## src/rtl/bnn_psum_threshold_unit.sv

```systemverilog
// rtl/bnn_psum_threshold_unit.sv - accumulate psum beats per pixel, threshold to one bit, pack bits into words
//
// Ports:
//   clk, rst            clock; synchronous active-low reset
//   en                  advance enable for the accumulate/pack path (output handshake ignores it)
//   psum_valid/ready    partial popcount input handshake, psum_in unsigned
//   thr_load            samples threshold_in / invert_in into the threshold registers
//   out_valid/ready     packed activation word handshake, out_data bit 0 = first pixel
//   sat_flag            sticky, set when any accumulation saturated
module bnn_psum_threshold_unit #(
    parameter int PSUM_WIDTH = 4,
    parameter int ACC_WIDTH  = 12,
    parameter int CHANNELS   = 16,
    parameter int PACK_WIDTH = 8
) (
    input  logic                  clk,
    input  logic                  rst,
    input  logic                  en,
    input  logic                  psum_valid,
    output logic                  psum_ready,
    input  logic [PSUM_WIDTH-1:0] psum_in,
    input  logic                  thr_load,
    input  logic [ACC_WIDTH-1:0]  threshold_in,
    input  logic                  invert_in,
    output logic                  out_valid,
    input  logic                  out_ready,
    output logic [PACK_WIDTH-1:0] out_data,
    output logic                  sat_flag
);

    localparam int CH_W  = (CHANNELS > 1) ? $clog2(CHANNELS) : 1;
    localparam int BIT_W = (PACK_WIDTH > 1) ? $clog2(PACK_WIDTH) : 1;

    localparam logic [0:0] ST_RUN   = 1'b0;
    localparam logic [0:0] ST_STALL = 1'b1;

    localparam logic [ACC_WIDTH-1:0] ACC_MAX  = '1;
    localparam logic [CH_W-1:0]      CH_LAST  = CH_W'(CHANNELS - 1);
    localparam logic [BIT_W-1:0]     BIT_LAST = BIT_W'(PACK_WIDTH - 1);

    logic [0:0]            state_q,     state_d;
    logic [ACC_WIDTH-1:0]  acc_q,       acc_d;
    logic [CH_W-1:0]       ch_cnt_q,    ch_cnt_d;
    logic [BIT_W-1:0]      bit_cnt_q,   bit_cnt_d;
    logic [PACK_WIDTH-1:0] pack_q,      pack_d;
    logic [ACC_WIDTH-1:0]  thr_q,       thr_d;
    logic                  inv_q,       inv_d;
    logic [PACK_WIDTH-1:0] out_data_q,  out_data_d;
    logic                  out_valid_q, out_valid_d;
    logic                  sat_q,       sat_d;

    logic                  beat;
    logic [ACC_WIDTH:0]    acc_sum;
    logic [ACC_WIDTH-1:0]  acc_next;
    logic                  act_bit;
    logic [PACK_WIDTH-1:0] word;
    logic                  slot_free;

    always_comb begin
        state_d     = state_q;
        acc_d       = acc_q;
        ch_cnt_d    = ch_cnt_q;
        bit_cnt_d   = bit_cnt_q;
        pack_d      = pack_q;
        thr_d       = thr_q;
        inv_d       = inv_q;
        out_data_d  = out_data_q;
        out_valid_d = out_valid_q;
        sat_d       = sat_q;

        psum_ready = (state_q == ST_RUN);
        beat       = psum_valid && psum_ready && en;

        // One extra bit catches the carry out; that carry is the saturation event.
        acc_sum  = {1'b0, acc_q} + {{(ACC_WIDTH + 1 - PSUM_WIDTH){1'b0}}, psum_in};
        acc_next = acc_sum[ACC_WIDTH] ? ACC_MAX : acc_sum[ACC_WIDTH-1:0];

        // Compare uses the threshold registered before any same-cycle thr_load.
        act_bit        = (acc_next >= thr_q) ^ inv_q;
        word           = pack_q;
        word[bit_cnt_q] = act_bit;

        slot_free = !out_valid_q || out_ready;

        if (out_valid_q && out_ready) begin
            out_valid_d = 1'b0;
        end

        if (state_q == ST_STALL) begin
            // Output register is full and pack_q holds the next word; move it across
            // on the same edge the current word is taken.
            if (out_ready) begin
                out_data_d  = pack_q;
                out_valid_d = 1'b1;
                pack_d      = '0;
                state_d     = ST_RUN;
            end
        end else if (beat) begin
            if (acc_sum[ACC_WIDTH]) begin
                sat_d = 1'b1;
            end
            if (ch_cnt_q == CH_LAST) begin
                acc_d    = '0;
                ch_cnt_d = '0;
                if (bit_cnt_q == BIT_LAST) begin
                    bit_cnt_d = '0;
                    if (slot_free) begin
                        out_data_d  = word;
                        out_valid_d = 1'b1;
                        pack_d      = '0;
                    end else begin
                        pack_d  = word;
                        state_d = ST_STALL;
                    end
                end else begin
                    bit_cnt_d = bit_cnt_q + BIT_W'(1);
                    pack_d    = word;
                end
            end else begin
                acc_d    = acc_next;
                ch_cnt_d = ch_cnt_q + CH_W'(1);
            end
        end

        if (thr_load) begin
            thr_d = threshold_in;
            inv_d = invert_in;
        end
    end

    always_ff @(posedge clk) begin
        if (!rst) begin
            state_q     <= ST_RUN;
            acc_q       <= '0;
            ch_cnt_q    <= '0;
            bit_cnt_q   <= '0;
            pack_q      <= '0;
            thr_q       <= '0;
            inv_q       <= 1'b0;
            out_data_q  <= '0;
            out_valid_q <= 1'b0;
            sat_q       <= 1'b0;
        end else begin
            state_q     <= state_d;
            acc_q       <= acc_d;
            ch_cnt_q    <= ch_cnt_d;
            bit_cnt_q   <= bit_cnt_d;
            pack_q      <= pack_d;
            thr_q       <= thr_d;
            inv_q       <= inv_d;
            out_data_q  <= out_data_d;
            out_valid_q <= out_valid_d;
            sat_q       <= sat_d;
        end
    end

    assign out_valid = out_valid_q;
    assign out_data  = out_data_q;
    assign sat_flag  = sat_q;

endmodule

```

## config.mk

```make
export PLATFORM = sky130hd
export DESIGN_NAME = bnn_psum_threshold_unit
export DESIGN_NICKNAME = d
export VERILOG_FILES = /design/src/rtl/bnn_psum_threshold_unit.sv
export SDC_FILE = /design/constraint.sdc
export NUM_CORES = 1
export LEC_CHECK = 0
export ABC_AREA = 1
export ABC_CLOCK_PERIOD_IN_PS = 3890
export CAP_MARGIN = 25
export CORE_UTILIZATION = 50
export DETAILED_ROUTE_END_ITERATION = 6
export PLACE_DENSITY = 0.71
export SYNTH_ARGS = -nofsm -noshare
export SYNTH_HDL_FRONTEND = slang
export SYNTH_SLANG_ARGS = --single-unit
```

## constraint.sdc

```tcl
create_clock -name clk -period 3.89 [get_ports clk]
set_clock_uncertainty 0.05 [all_clocks]
set_input_delay 0.778 -clock clk [delete_from_list [all_inputs] [get_ports clk]]
set_output_delay 0.778 -clock clk [all_outputs]
set_load 0.03 [all_outputs]
```

==> run summary <==
The run finished with clean final reports. Global routing consumed, on the met1 layer, 34.4% of the routing resources. The top cell type by area accounts for 35.5% of the synthesized area. The combinational cell fraction of total power is 13.8%. The synthesized net count is 457. The via density per instance is 5.13.

The width of the chip is 77.9 µm. The final total negative setup slack is 0 ps. The clock passes through at most 2 buffers. The library cell used most frequently in the layout, excluding fill and tap cells, is nand2_1. The estimated wirelength of the detail-placed design is 4720 µm. In this run the standard cell core region covers 5540 µm². The number of core rows is 27.

The post-layout net count is 499. Summing all multi-input logic gate instances after layout gives 1620 µm². The sequential cell area came out at 1020 µm². The slowest stage of the critical path is the clkdlybuf4s50_1 cell. In the synthesized netlist, the number of instances is 414. Of the total synthesized cell area, the portion taken by full adders, half adders and majority gates is 8.96%.

The maximum level of the CTS H-tree is 2. The via count of the routed design came out at 2711. The clock slew at the register clock pins of the worst setup and hold paths came out at 80 ps. The worst hold path begins at out_data[2].

Setup violations remaining at the end of the flow were counted as 0. The mux cell area share after synthesis is 0%. The number of clock sinks seen by CTS is 51. The worst hold path belongs to the class reg2reg. By area the synthesized netlist is led by dfxtp_1, nand2_1, a21oi_1, ha_1, inv_1. The met2 usage in global routing is 35.7%. The path depth of the worst reg2reg path came out at 19. Setup repair after global routing left no endpoint under its margin.

The worst setup path is of the in2reg kind. The slew at the pin closest to its max-slew limit came out at 610 ps. In the synthesized netlist the async set-or-reset flop fraction comes to 0%. The number of hold-slack violations in the final timing report was 0. Dividing the detail-routed wire length by the instance count gives 12.2 µm. At the placement stage, the worst setup path has a slack of -152 ps.

The number of DRC violations after detailed-routing iteration 0 came out at 185. The register share of total power came out at 51.6%. The category of the worst setup path launch point is a primary input.

STA classifies the critical path endpoint as a flip-flop. The area share of and/or/nand/nor cells after synthesis came out at 29.3%. Pin placement for this block handled 34 I/O pins.

The overall power consumption came out at 0.00105 W. The number of global-route vias before repair came to 2464. Once placement finished, the instance area stood at 3350 µm². The number of antenna violations at the first check in global routing is 0. The CTS tree is built. The effective utilization at floorplan is 51.9%. By area, the combinational part of the netlist is dominated by simple AND/OR/NAND/NOR gates. The worst ir drop on vdd is 184 µV. In this design, the stage delay of the slowest critical-path cell is 400 ps.

In this run the critical register-to-register path is captured at out_data[5]. The cell family contributing the most delay on the critical path is adder cells. The buffer cell driving the clock tree root is clkbuf_8.

The total internal power came out at 0.000791 W. The post-synthesis cell type count is 33. Summed over all cells, the static leakage comes to 1.54 nW.

The largest total area in the synthesized netlist belongs to dfxtp_1. Clock latency on the worst-skew pair, taken at its later pin, is 300 ps. The maximum net fanout on the critical path came out at 8. In this run the cell area of the synthesized design comes to 2880 µm². The wire length of the first global-routing pass is 11400 µm.

The height of the die is 77.9 µm. The clock group share of total power came out at 34.5%. The share of the synthesized area in compound gates (AO/OA/AOI/OAI) came out at 16.3%. The remaining design rule violation count is 0. Setup slack closes at 331 ps. The worst path uses 91.5% of the clock period. The worst register-to-register path begins at acc_q[0]. The area share of xor/xnor cells in the synthesized design is 0.913%. For this design the ratio of total power to cell area is 303 nW/µm². The worst path in the final design needs a cycle of 3560 ps, including I/O delays and setup. The register bit total from synthesis is 51.

Measured on the finished design, the core utilization comes to 62.6%. The count of inserted antenna diode cells is 0. The sequential fraction of the synthesis area is 35.5%. The number of flops mapped to enable cells by yosys is 0. The final count of pins violating max slew came out at 0. The cell depth of the worst setup path is 20.

The first TritonRoute pass finished after 4 iterations. The tool flagged a number of max-cap violations equal to 0. The area added between synthesis and finish is 20.5%. The worst path required time is 4070 ps. The maximum clock frequency came out at 281 MHz. The most frequent cell on the critical path is nand2_1. The signal on the critical path passes through clkdlybuf4s50_1 > ha_1 > fa_2 > a21oi_2 > o21ai_4 > buf_4 > a21oi_1 > a31oi_1 > ha_1 > nand2_1 > nor2_1 > nand2_1 > nor2_1 > nand2_1 > nand3_1 > buf_4 > nand3_1 > nand3_1 > nand2_1 > a21oi_1.

Global routing consumed, over all layers together, 23.6% of the routing resources. The flop-to-flop setup slack came out at 900 ps. During synthesis, Yosys emitted a total of 0 warnings. The fraction of final layout cells with drive strength greater than 1 came out at 11.2%. Entering global routing, the biggest net connects 26 pins. The launching instance or port of the critical path is psum_in[0]. After routing the design area is 3470 µm². The layer with the highest usage after global routing is met2. The total die area came out at 6060 µm². The total of buffers placed on input and output ports is 33. The headroom to the max-slew limit came out at 59.2%. Among all flip-flop cells after synthesis, the most frequent one is dfxtp_1. The synthesized area per cell came out at 6.95 µm². The data arrival time of the critical path came out at 3740 ps. The number of fill cells in the layout came out at 543.

The switching power of the nets came out at 0.000258 W. Global routing used 3.88% of the available met3 tracks. The number of routed nets with antenna violations is 0.

Net switching is 24.6% of the power. The worst path buffer plus inverter count came out at 3. The worst hold endpoint is out_data[2]. Global routing finished with a remaining overflow of 0.

In the layout the commonest cells are nand2_1, a21oi_1, dfxtp_1. The final routed wirelength across all metal layers came out at 6440 µm. Hold repair after CTS inserted 0 buffers.

The cell count of the worst hold path came out at 2. Clock tree synthesis inserted a total of 5 buffers. The final weighted congestion in routability-driven placement is 0.882.
-- layout make-up --
type	count	area share, %
Multi-Input combinational cell	297	46.6
Sequential cell	51	29.4
Timing Repair Buffer	47	12.6
Inverter	54	5.88
Tap cell	72	2.60
Clock buffer	6	2.09
Clock inverter	1	0.866
-- Yosys cell counts (3+ instances only) --
cell,count
a21oi_1,60
a31oi_1,3
clkbuf_1,7
dfxtp_1,51
ha_1,19
inv_1,49
inv_2,4
nand2_1,108
nand2_2,3
nand3_1,27
nand4_1,3
nor2_1,19
nor3_1,10
o21ai_0,20
or2_2,8
-- repair_timing --
item,in CTS,in global routing
buffers inserted,0,0
gates resized for setup,0,5
endpoints found under the setup margin,0,16
-- how the worst max path moves through the flow --
stage,end
finish,out_data[5]
global route,out_data[5]
CTS,pack_q[4]
detailed placement,pack_q[4]
global placement,pack_q[4]
floorplan,out_data[0]
-- power groups by stage --
| stage | Sequential, W | Clock [W] | Combinational, W |
|---|---|---|---|
| after floorplan | 0.000552 | 0 | 0.0000877 |
| after global placement | 0.000553 | 0 | 0.000140 |
| after detailed placement | 0.000554 | 0 | 0.000142 |
| after CTS | 0.000542 | 0.000370 | 0.000144 |
| after global routing | 0.000544 | 0.000388 | 0.000166 |
| final | 0.000542 | 0.000362 | 0.000145 |
-- flip-flops by register name, summed over array words and instances, names as in the netlist --
signal,cells
ch_cnt_q,4
acc_q,12
pack_q,8
state_q,1
sat_flag,1
bit_cnt_q,3
inv_q,1
out_data,8
thr_q,12
out_valid,1
-- stage by stage --
step,cells,hold slack [ps]
CTS,528,418
global placement,521,402
global route,528,435
floorplan,414,384
detailed placement,521,405
finish,528,417
-- routing by layer --
layer,routed length (µm),up-vias
met5,0,-
met4,80,0
met3,344,9
met2,2760,63
met1,3260,1209
li1,-,1430
-- logic make-up (layout without fill, tap and decap cells) --
family	count (synthesis)	count (layout)
compound gates	88	88
xor+xnor	3	3
fa+ha+maj	20	20
buf+inv	66	108
flops	51	51
simple gates	186	186
-- worst min-delay path, stage by stage (launching register included) --
cell and delay, ps:
dfxtp_1 320, nand2_1 60, a21oi_1 50
(Power assumes the default switching activity.)
